**config.mk**
```make
export PLATFORM = sky130hd
export DESIGN_NAME = read_data_router
export DESIGN_NICKNAME = d
export VERILOG_FILES = /design/src/rtl/axi_rd_pkg.sv /design/src/rtl/rr_arbiter6.sv /design/src/rtl/read_data_router.sv
export SDC_FILE = /design/constraint.sdc
export NUM_CORES = 1
export LEC_CHECK = 0
export CORE_AREA = 2 2 153 155
export CTS_CLUSTER_DIAMETER = 30
export DETAILED_ROUTE_END_ITERATION = 8
export DIE_AREA = 0 0 155 157
export HOLD_SLACK_MARGIN = 0.12
export PLACE_DENSITY = 0.54
export SLEW_MARGIN = 10
export SYNTH_ARGS = -nofsm -noshare
export SYNTH_HDL_FRONTEND = slang
export SYNTH_SLANG_ARGS = --single-unit
export TNS_END_PERCENT = 30
```
**constraint.sdc**
```tcl
create_clock -name clk -period 3.8 [get_ports clk]
set_input_delay 1.14 -clock clk [delete_from_list [all_inputs] [get_ports clk]]
set_output_delay 1.14 -clock clk [all_outputs]
set_load 0.05 [all_outputs]
```
**src/rtl/axi_rd_pkg.sv**
```systemverilog
// rtl/axi_rd_pkg.sv - shared types and constants for the read-data return path
package axi_rd_pkg;

    localparam int NUM_S  = 6;
    localparam int NUM_M  = 3;
    localparam int IDS_W  = 8;
    localparam int IDM_W  = 4;
    localparam int DATA_W = 32;

    typedef struct packed {
        logic [IDM_W-1:0]  id;
        logic [DATA_W-1:0] data;
        logic [1:0]        resp;
        logic              last;
    } r_beat_t;

    typedef enum logic {
        IDLE  = 1'b0,
        BURST = 1'b1
    } rd_state_e;

    // Cyclic successor over the slave indices 0..NUM_S-1.
    function automatic logic [2:0] wrap_inc(input logic [2:0] x);
        return (x == 3'(NUM_S - 1)) ? 3'd0 : x + 3'd1;
    endfunction

endpackage

```
**src/rtl/rr_arbiter6.sv**
```systemverilog
// rtl/rr_arbiter6.sv - six-way round-robin arbiter with registered last-winner pointer
module rr_arbiter6
    import axi_rd_pkg::*;
(
    input  logic       clk,
    input  logic       rst,
    input  logic [5:0] req,
    input  logic       update,
    input  logic [2:0] upd_idx,
    output logic [5:0] gnt,
    output logic [2:0] gnt_idx
);

    logic [2:0] last;

    always_ff @(posedge clk) begin
        if (rst) begin
            last <= 3'(NUM_S - 1);
        end else if (update) begin
            last <= upd_idx;
        end
    end

    // Scan starting just after the previous winner; first requester wins.
    always_comb begin
        logic [2:0] idx;
        logic       found;
        gnt     = '0;
        gnt_idx = '0;
        found   = 1'b0;
        idx     = last;
        for (int i = 0; i < NUM_S; i++) begin
            idx = wrap_inc(idx);
            if (!found && req[idx]) begin
                found    = 1'b1;
                gnt[idx] = 1'b1;
                gnt_idx  = idx;
            end
        end
    end

endmodule

```
**src/rtl/read_data_router.sv**
```systemverilog
// rtl/read_data_router.sv - AXI R-channel router, six slaves to three masters, burst-locked RR grant
// Optional registered output slice per master when RD_PIPE_EN is defined.
module read_data_router #(
    parameter int DATA_W = 32,
    parameter int IDM_W  = 4,
    parameter int IDS_W  = 8
) (
    input  logic              clk,
    input  logic              rst,
    input  logic [IDS_W-1:0]  RID_S0,
    input  logic [IDS_W-1:0]  RID_S1,
    input  logic [IDS_W-1:0]  RID_S2,
    input  logic [IDS_W-1:0]  RID_S3,
    input  logic [IDS_W-1:0]  RID_S4,
    input  logic [IDS_W-1:0]  RID_S5,
    input  logic [DATA_W-1:0] RDATA_S0,
    input  logic [DATA_W-1:0] RDATA_S1,
    input  logic [DATA_W-1:0] RDATA_S2,
    input  logic [DATA_W-1:0] RDATA_S3,
    input  logic [DATA_W-1:0] RDATA_S4,
    input  logic [DATA_W-1:0] RDATA_S5,
    input  logic [1:0]        RRESP_S0,
    input  logic [1:0]        RRESP_S1,
    input  logic [1:0]        RRESP_S2,
    input  logic [1:0]        RRESP_S3,
    input  logic [1:0]        RRESP_S4,
    input  logic [1:0]        RRESP_S5,
    input  logic              RLAST_S0,
    input  logic              RLAST_S1,
    input  logic              RLAST_S2,
    input  logic              RLAST_S3,
    input  logic              RLAST_S4,
    input  logic              RLAST_S5,
    input  logic              RVALID_S0,
    input  logic              RVALID_S1,
    input  logic              RVALID_S2,
    input  logic              RVALID_S3,
    input  logic              RVALID_S4,
    input  logic              RVALID_S5,
    output logic              RREADY_S0,
    output logic              RREADY_S1,
    output logic              RREADY_S2,
    output logic              RREADY_S3,
    output logic              RREADY_S4,
    output logic              RREADY_S5,
    output logic [IDM_W-1:0]  RID_M0,
    output logic [IDM_W-1:0]  RID_M1,
    output logic [IDM_W-1:0]  RID_M2,
    output logic [DATA_W-1:0] RDATA_M0,
    output logic [DATA_W-1:0] RDATA_M1,
    output logic [DATA_W-1:0] RDATA_M2,
    output logic [1:0]        RRESP_M0,
    output logic [1:0]        RRESP_M1,
    output logic [1:0]        RRESP_M2,
    output logic              RLAST_M0,
    output logic              RLAST_M1,
    output logic              RLAST_M2,
    output logic              RVALID_M0,
    output logic              RVALID_M1,
    output logic              RVALID_M2,
    input  logic              RREADY_M0,
    input  logic              RREADY_M1,
    input  logic              RREADY_M2,
    output logic              rd_decerr
);

    import axi_rd_pkg::*;

    localparam int MIDX_W = IDS_W - IDM_W;

    logic [IDS_W-1:0]  rid_s   [NUM_S];
    logic [DATA_W-1:0] rdata_s [NUM_S];
    logic [1:0]        rresp_s [NUM_S];
    logic [5:0]        rlast_s, rvalid_s, rready_s;
    logic [2:0]        rready_m, rvalid_m;
    r_beat_t           beat_m  [NUM_M];

    assign rid_s   = '{RID_S0, RID_S1, RID_S2, RID_S3, RID_S4, RID_S5};
    assign rdata_s = '{RDATA_S0, RDATA_S1, RDATA_S2, RDATA_S3, RDATA_S4, RDATA_S5};
    assign rresp_s = '{RRESP_S0, RRESP_S1, RRESP_S2, RRESP_S3, RRESP_S4, RRESP_S5};
    assign rlast_s  = {RLAST_S5, RLAST_S4, RLAST_S3, RLAST_S2, RLAST_S1, RLAST_S0};
    assign rvalid_s = {RVALID_S5, RVALID_S4, RVALID_S3, RVALID_S2, RVALID_S1, RVALID_S0};
    assign rready_m = {RREADY_M2, RREADY_M1, RREADY_M0};

    assign {RREADY_S5, RREADY_S4, RREADY_S3, RREADY_S2, RREADY_S1, RREADY_S0} = rready_s;
    assign {RVALID_M2, RVALID_M1, RVALID_M0} = rvalid_m;
    assign {RID_M0, RDATA_M0, RRESP_M0, RLAST_M0} = beat_m[0];
    assign {RID_M1, RDATA_M1, RRESP_M1, RLAST_M1} = beat_m[1];
    assign {RID_M2, RDATA_M2, RRESP_M2, RLAST_M2} = beat_m[2];

    rd_state_e         state, state_nx;
    logic [2:0]        gnt_q;
    logic [MIDX_W-1:0] mst_q;
    logic [5:0]        arb_gnt;
    logic [2:0]        arb_idx;
    logic              arb_ld, arb_upd;
    logic [2:0]        mst_hot;
    logic              sel_valid, sel_ready;
    r_beat_t           sel_beat;

    rr_arbiter6 u_arb (
        .clk     (clk),
        .rst     (rst),
        .req     (rvalid_s),
        .update  (arb_upd),
        .upd_idx (gnt_q),
        .gnt     (arb_gnt),
        .gnt_idx (arb_idx)
    );

    // Master index is captured once at arbitration and held for the whole burst.
    always_ff @(posedge clk) begin
        if (rst) begin
            state <= IDLE;
            gnt_q <= '0;
            mst_q <= '0;
        end else begin
            state <= state_nx;
            if (arb_ld) begin
                gnt_q <= arb_idx;
                mst_q <= rid_s[arb_idx][IDS_W-1:IDM_W];
            end
        end
    end

    always_comb begin
        mst_hot = '0;
        for (int k = 0; k < NUM_M; k++) begin
            mst_hot[k] = (state == BURST) && (mst_q == MIDX_W'(k));
        end
    end

    assign sel_valid = rvalid_s[gnt_q];
    assign sel_beat  = '{id:   rid_s[gnt_q][IDM_W-1:0],
                         data: rdata_s[gnt_q],
                         resp: rresp_s[gnt_q],
                         last: rlast_s[gnt_q]};

`ifdef RD_PIPE_EN
    logic [2:0] full_q;
    r_beat_t    slice_q [NUM_M];

    // Slice accepts a new beat whenever it is empty or draining this cycle.
    assign sel_ready = (mst_hot == '0) ? 1'b1 : |(mst_hot & (~full_q | rready_m));

    always_ff @(posedge clk) begin
        for (int k = 0; k < NUM_M; k++) begin
            if (rst) begin
                full_q[k]  <= 1'b0;
                slice_q[k] <= '0;
            end else if (mst_hot[k] && sel_valid && sel_ready) begin
                full_q[k]  <= 1'b1;
                slice_q[k] <= sel_beat;
            end else if (rready_m[k]) begin
                full_q[k]  <= 1'b0;
            end
        end
    end

    assign rvalid_m = full_q;
    assign beat_m   = slice_q;
`else
    assign sel_ready = (mst_hot == '0) ? 1'b1 : |(mst_hot & rready_m);

    always_comb begin
        rvalid_m = '0;
        for (int k = 0; k < NUM_M; k++) begin
            beat_m[k] = '0;
            if (mst_hot[k]) begin
                rvalid_m[k] = sel_valid;
                beat_m[k]   = sel_beat;
            end
        end
    end
`endif

    always_comb begin
        state_nx  = state;
        arb_ld    = 1'b0;
        arb_upd   = 1'b0;
        rready_s  = '0;
        rd_decerr = 1'b0;
        case (state)
            IDLE: begin
                if (|arb_gnt) begin
                    arb_ld   = 1'b1;
                    state_nx = BURST;
                end
            end
            BURST: begin
                rready_s[gnt_q] = sel_ready;
                if (sel_valid && sel_ready && sel_beat.last) begin
                    state_nx  = IDLE;
                    arb_upd   = 1'b1;
                    rd_decerr = (mst_hot == '0);
                end
            end
            default: state_nx = IDLE;
        endcase
    end

endmodule

```
==> run_results.csv, run 1 <==
group,metric,value,unit
outcome,status,"finished clean",
synthesis,synth_nets,928,
global_routing,grtUsageMet3,3.14,%
synthesis,synthTopCellsByCount,"nor2_1 (199), a21oi_1 (72), mux2i_1 (67)",
global_routing,grt_pass1_vias,6103,
route,drt_drc_violations_left,0,
global_routing,grt_overflow,0,
route,route.antenna.remaining_nets,0,
cells_and_area,utilization,44.0,%
timing,finalCritPeriodShare,98.5,%
cells_and_area,syn_to_final_growth,136,%
timing,rsz0062_at_grt,"yes",
clocking,cts.htree.levels,1,
setup_path,r2r_start,"u_arb.last[1]",
synthesis,synth_top_area_share,17.8,%
synthesis,syn_area_per_cell,6.35,sq um
synthesis,ys_types,52,
power,power_density,463,mW/mm^2
setup_path,critical_path_class,"in -> out",
route,drt_iter0_drc,302,
route,wl_per_cell,19.4,um
place,dpl_worst_slack,-0.433,ns
global_routing,grt_max_degree,58,
cells_and_area,diodes,0,
timing,setup_viol,0,
clocking,cts_tree,"yes",
global_routing,grt_pass1_wl,37.1,mm
min_path,hp-class,"reg -> reg",
power,leakagePower,0.00371,uW
floorplanning,rows,55,
route,wl,25.6,mm
global_routing,busiest_layer,"met2",
timing,max_freq,0.267,GHz
global_routing,antenna_found_initial,0,
route,num_vias,6327,
route,drt-pass1-iter-count,5,
floorplanning,ios,396,
cells_and_area,multi_input_area,0.00370,sq mm
timing,min_period,3.74,ns
synthesis,netlist_instances,659,
synthesis,synth_flop_cell,"dfxtp_1",
synthesis,ys_warn_count,0,
setup_path,start_kind,"input pin",
clocking,cts_sinks,11,
clocking,cts_made_buffers,3,
global_routing,met2_usage,36.0,%
timing,drv_slew,0,
synthesis,synth.most_common_cell,"nor2_1",
timing,slew_headroom,36.8,%
cells_and_area,seqCellArea,229,sq um
floorplanning,die_w,155,um
clocking,clock_path_buffers,2,
cells_and_area,n_fill_cell,2252,
power,irDropWorstVdd,0.000309,V
synthesis,yosys.area.top_type,"nor2_1",
cells_and_area,nets,1310,
clocking,clk_pin_slew,0.04,ns
run,cap_viol_max_count,0,
synthesis,synthArstFlopShare,0,%
setup_path,required,2.66,ns
route,viasPerCell,4.78,
global_routing,grt_use_met1,24.6,%
timing,hold_viol,0,
clocking,insertion_delay,0.24,ns
clocking,root_buffer,"clkbuf_16",
floorplanning,fp.dieArea,0.0243,sq mm
global_routing,grt_usage,19.5,%
floorplanning,start_util,18.6,%
setup_path,timing.critical_path.arrival,2.60,ns
setup_path,cp-end-kind,"output port",
min_path,hp-start,"state",
synthesis,yosysSeqAreaShare,5.26,%
setup_path,worstPathMaxFanout,3,
setup_path,cp-startpoint,"RREADY_M1",
timing,fin_skew,0.00559,ns
synthesis,synth_edf_count,0,
place,dp_hpwl,21.0,mm
place,port_buffers,395,
timing,worst_pin_slew,0.947,ns
synthesis,netlist_area,0.00419,sq mm
synthesis,synth.area.top_cells,"nor2_1 (18%), mux2i_1 (16%), mux2_2 (10%)",
floorplanning,die_height,157,um
floorplanning,core_area,0.0225,sq mm
synthesis,synth-seq-cells,11,
cells_and_area,layout-drive-gt1-share,24.0,%
place,gp_congestion,0.952,
timing,worst_slack,0.0557,ns
## flip-flops by register name, summed over array words and instances, names as in the netlist
name	flops
mst_q	4
gnt_q	3
u_arb.last	3
state	1
## per-stage QoR
stage	instance area, sq um	cells	power, uW	hold WS, ns	TNS [ns]
detailed placement	9790	1321	4390	0.558	-3.56
CTS	9890	1325	4620	0.596	0
global placement	9790	1321	4390	0.548	-3.45
floorplan	4200	659	2440	0.501	-0.365
global route	9900	1325	4850	0.622	-0.0104
finish	9900	1325	4580	0.587	0
## critical path: stages
cell	delay, ns
dlygate4sd2_1	0.23
mux2_4	0.25
a22o_1	0.23
o21ai_4	0.19
buf_4	0.15
inv_1	0.03
nand2_1	0.12
nor3_1	0.06
buf_4	0.20
## cell families (layout without fill, tap and decap cells)
| group | after synthesis | count (layout) | synth area share [%] |
|---|---|---|---|
| AOI/OAI and AO/OA | 180 | 180 | 28.3 |
| and+or+nand+nor | 281 | 281 | 27.8 |
| buffers and inverters | 72 | 453 | 7.89 |
| DFF | 11 | 11 | 5.26 |
| muxes | 115 | 115 | 30.7 |
## what timing repair did
| action | 4_1_cts | 5_1_grt |
|---|---|---|
| hold buffers | 0 | 0 |
| pin swaps | 6 | 2 |
| gates resized for setup | 22 | 4 |
| endpoints found under the setup margin | 7 | 14 |
| buffers inserted | 1 | 0 |
## cell usage in the layout, fill, tap and decap left out, drive strengths merged, types with 3 or more instances in the layout
cell,Yosys,final
nand2b,7,7
nor3,5,5
clkbuf,46,4
clkdlybuf4s50,0,255
nand2,39,39
nor2,199,199
nor2b,5,5
a2bb2oi,4,4
a22o,9,9
mux2,42,42
o22a,19,19
dfxtp,11,11
nand3b,3,3
mux4,6,6
nor3b,5,5
a211o,4,4
dlygate4sd2,0,13
mux2i,67,67
a21oi,72,72
buf,20,175
a31oi,6,6
inv,4,5
or2,3,3
a22oi,20,20
o21ai,33,33
nand3,7,7
## power breakdown
part	total (uW)	switching [uW]	leakage, uW	internal [uW]
Combinational	4160	2280	0.00358	1880
Clock	197	55.7	0.0000382	141
Sequential	224	74.0	0.0000923	150
Total	4580	2410	0.00371	2170
## routing by layer
| metal | part of all wire (%) | vias to the layer above | wire [um] |
|---|---|---|---|
| li1 | - | 3103 | - |
| met4 | 1.0 | 0 | 260 |
| met5 | 0 | - | 0 |
| met3 | 6.5 | 14 | 1660 |
| met2 | 51 | 265 | 13000 |
| met1 | 42 | 2945 | 10700 |
## worst paths after layout
| path | end | slack, ns | cells past startpoint |
|---|---|---|---|
| worst max register to register | mst_q[0] | 0.70 | 8 |
| worst max-delay path | RREADY_S1 | 0.06 | 9 |
| worst min-delay path | state | 0.59 | 2 |
| worst min register to register | state | 0.59 | 2 |
## cell type report
type | instances | share of cell area (%)
inverter | 6 | 0.228
clock buffer | 4 | 0.796
timing repair buffer | 443 | 55.6
multi-input combinational | 576 | 37.4
sequential | 11 | 2.31
tap | 285 | 3.60
Power figures use the tool's default switching activity.
==> inputs of run 2 (changes only) <==
Settings changed: CORE_AREA 2 2 153 155 to 2 2 154 156, DIE_AREA 0 0 155 157 to 0 0 156 158, DONT_BUFFER_PORTS from default to 1, PLACE_DENSITY 0.54 to 0.31.
==> run 2 against run 1 <==
Critical path depth fell by 2; setup slack improved by 0.19 ns; utilization fell by 20 points; wire length fell by 12%; via count fell by 16%; sequential share of layout area rose by 1.8 points; non-clock buffer count fell by 287; clock skew fell by 0.00098 ns; cell count fell by 21%; largest cell class is now multi-input gates; largest power group unchanged.
==> run_results.csv, run 2 (same netlist as run 1, synthesis figures left out) <==
group,metric,value,unit
global_routing,grt_overflow,0,
setup_path,critical_path_class,"in -> out",
global_routing,grt_pass1_vias,5328,
route,wl,22.7,mm
setup_path,reg2reg_slack,0.68,ns
cells_and_area,mostFrequentLayoutCells,"nor2_1 (198), buf_4 (154), a21oi_1 (72)",
clocking,ctsResizeCount,0,
clocking,holdBufCountCts,0,
timing,max_freq,0.281,GHz
floorplanning,rows,56,
cells_and_area,seqCellArea,229,sq um
timing,rsz0062_at_grt,"no",
place,placed_cells,1039,
cells_and_area,layout-drive-gt1-share,29.9,%
floorplanning,fp.dieArea,0.0246,sq mm
power,switching_share,62.6,%
route,num_vias,5314,
timing,hold_viol,0,
timing,worst_pin_slew,0.971,ns
cells_and_area,stdcell_count,1043,
clocking,cts_sinks,11,
power,switching_power,2190,uW
timing,finalCritPeriodShare,93.6,%
floorplanning,die_height,158,um
cells_and_area,final_common_cell,"nor2_1",
cells_and_area,n_fill_cell,2614,
cells_and_area,largest_register_ffs,4,
cells_and_area,syn_to_final_growth,32.6,%
power,comb_power_share,87.4,%
place,port_buffers,0,
global_routing,grt_max_degree,41,
cells_and_area,largestRegisters,"mst_q x4, gnt_q x3, u_arb.last x3",
global_routing,grt_usage,16.5,%
route,top_layer,"met5",
power,power.share.clock,5.5,%
power,power_density,629,mW/mm^2
route,drt_drc_violations_left,0,
route,viasPerCell,5.09,
global_routing,antenna_found_initial,2,
cells_and_area,top_register,"mst_q",
power,finalPower,3490,uW
setup_path,cp-end-kind,"output port",
clocking,insertion_delay,0.24,ns
clocking,cts.htree.levels,1,
power,internal_power,1310,uW
route,wl_met2,11.6,mm
timing,whs,0.566,ns
clocking,clk_pin_slew,0.04,ns
floorplanning,ios,396,
outcome,status,"finished clean",
timing,fin_setup_tns,0,ns
floorplanning,die_w,156,um
min_path,hp-class,"reg -> reg",
floorplanning,core_area,0.0231,sq mm
place,gp_congestion,0.850,
clocking,cts_setup_buffers,0,
power,pwr-share-seq,7.1,%
floorplanning,start_util,18.2,%
power,leakagePower,0.00220,uW
setup_path,crit_family,"compound AO/OA/AOI/OAI gates",
route,drt-pass1-iter-count,4,
route,route.antenna.remaining_nets,0,
setup_path,path_buf_inv,2,
cells_and_area,diodes,0,
setup_path,cp_slowest_cell,"o21ai_0",
place,dp_hpwl,18.2,mm
setup_path,worstPathMaxFanout,3,
cells_and_area,utilization,24.1,%
route,dr_wl_met3,1.64,mm
route,wl_per_cell,21.7,um
clocking,clock_path_buffers,2,
timing,fin_skew,0.00462,ns
setup_path,timing.critical_path.arrival,2.42,ns
run,cap_viol_max_count,0,
setup_path,start_kind,"input pin",
setup_path,required,2.66,ns
setup_path,path_cells,"mux2_2 -> a22o_1 -> o21ai_0 -> inv_1 -> nand2_1 -> nor2_1 -> buf_4",
clocking,root_buffer,"clkbuf_16",
route,drt_iter0_drc,529,
timing,drv_slew,0,
timing,min_period,3.56,ns
timing,setup_viol,0,
timing,slew_headroom,35.3,%
cells_and_area,nets,1023,
clocking,cts_tree,"yes",
global_routing,grt_pass1_wl,31.3,mm
cells_and_area,multi_input_area,0.00366,sq mm
setup_path,slowest_delay,0.27,ns
route,drt-met1-wl,9.16,mm
clocking,cts_made_buffers,3,
power,irDropWorstVdd,0.000254,V
## run 2: cell types whose count changed in the layout (fill, tap and decap cells not counted), sizes merged
cell,delta
clkdlybuf4s50,-255
buf,-19
dlygate4sd2,-13
## run 2: per-stage QoR
step	setup slack, ns	area (sq um)
after detailed placement	0.227	5470
after global placement	0.231	5470
final	0.244	5550
after global routing	0.133	5550
after floorplan	-0.122	4200
after CTS	0.227	5550
## run 2: metal layers
| layer | global-route usage [%] | up-vias |
|---|---|---|
| met5 | 0 | - |
| met4 | 2.80 | 4 |
| met3 | 2.85 | 16 |
| met2 | 30.5 | 246 |
| met1 | 20.2 | 2522 |
| li1 | - | 2526 |
## run 2: final cells by class
class / instances / share of cell area, %
multi-input combinational: 576 / 66.0
sequential: 11 / 4.12
clock buffer: 4 / 1.42
tap: 290 / 6.53
inverter: 6 / 0.406
timing repair buffer: 156 / 21.5
## run 2: power by group through the flow
| stage | Clock, uW | Combinational [uW] | Sequential [uW] |
|---|---|---|---|
| global placement | 0 | 3060 | 254 |
| detailed placement | 0 | 3060 | 257 |
| CTS | 195 | 3070 | 255 |
| global route | 204 | 3260 | 263 |
| floorplan | 0 | 2280 | 164 |
| finish | 192 | 3050 | 247 |
## run 2: worst register-to-register path: stages, from the launching register on
cell and delay [ns]:
dfxtp_1 0.63, mux2_1 0.38, mux4_2 0.56, or2_4 0.32, o32ai_4 0.49, a22o_1 0.22, a21oi_1 0.04, mux2_2 0.28
o21ai_1 0.13
## run 2: path summary, 6_finish.rpt
kind                            depth (start not counted)         to     startpoint
worst max register to register                          8   mst_q[3]  u_arb.last[1]
worst min-delay path                                    2      state          state
worst max-delay path                                    7  RREADY_S5      RREADY_M1
worst min register to register                          2      state          state
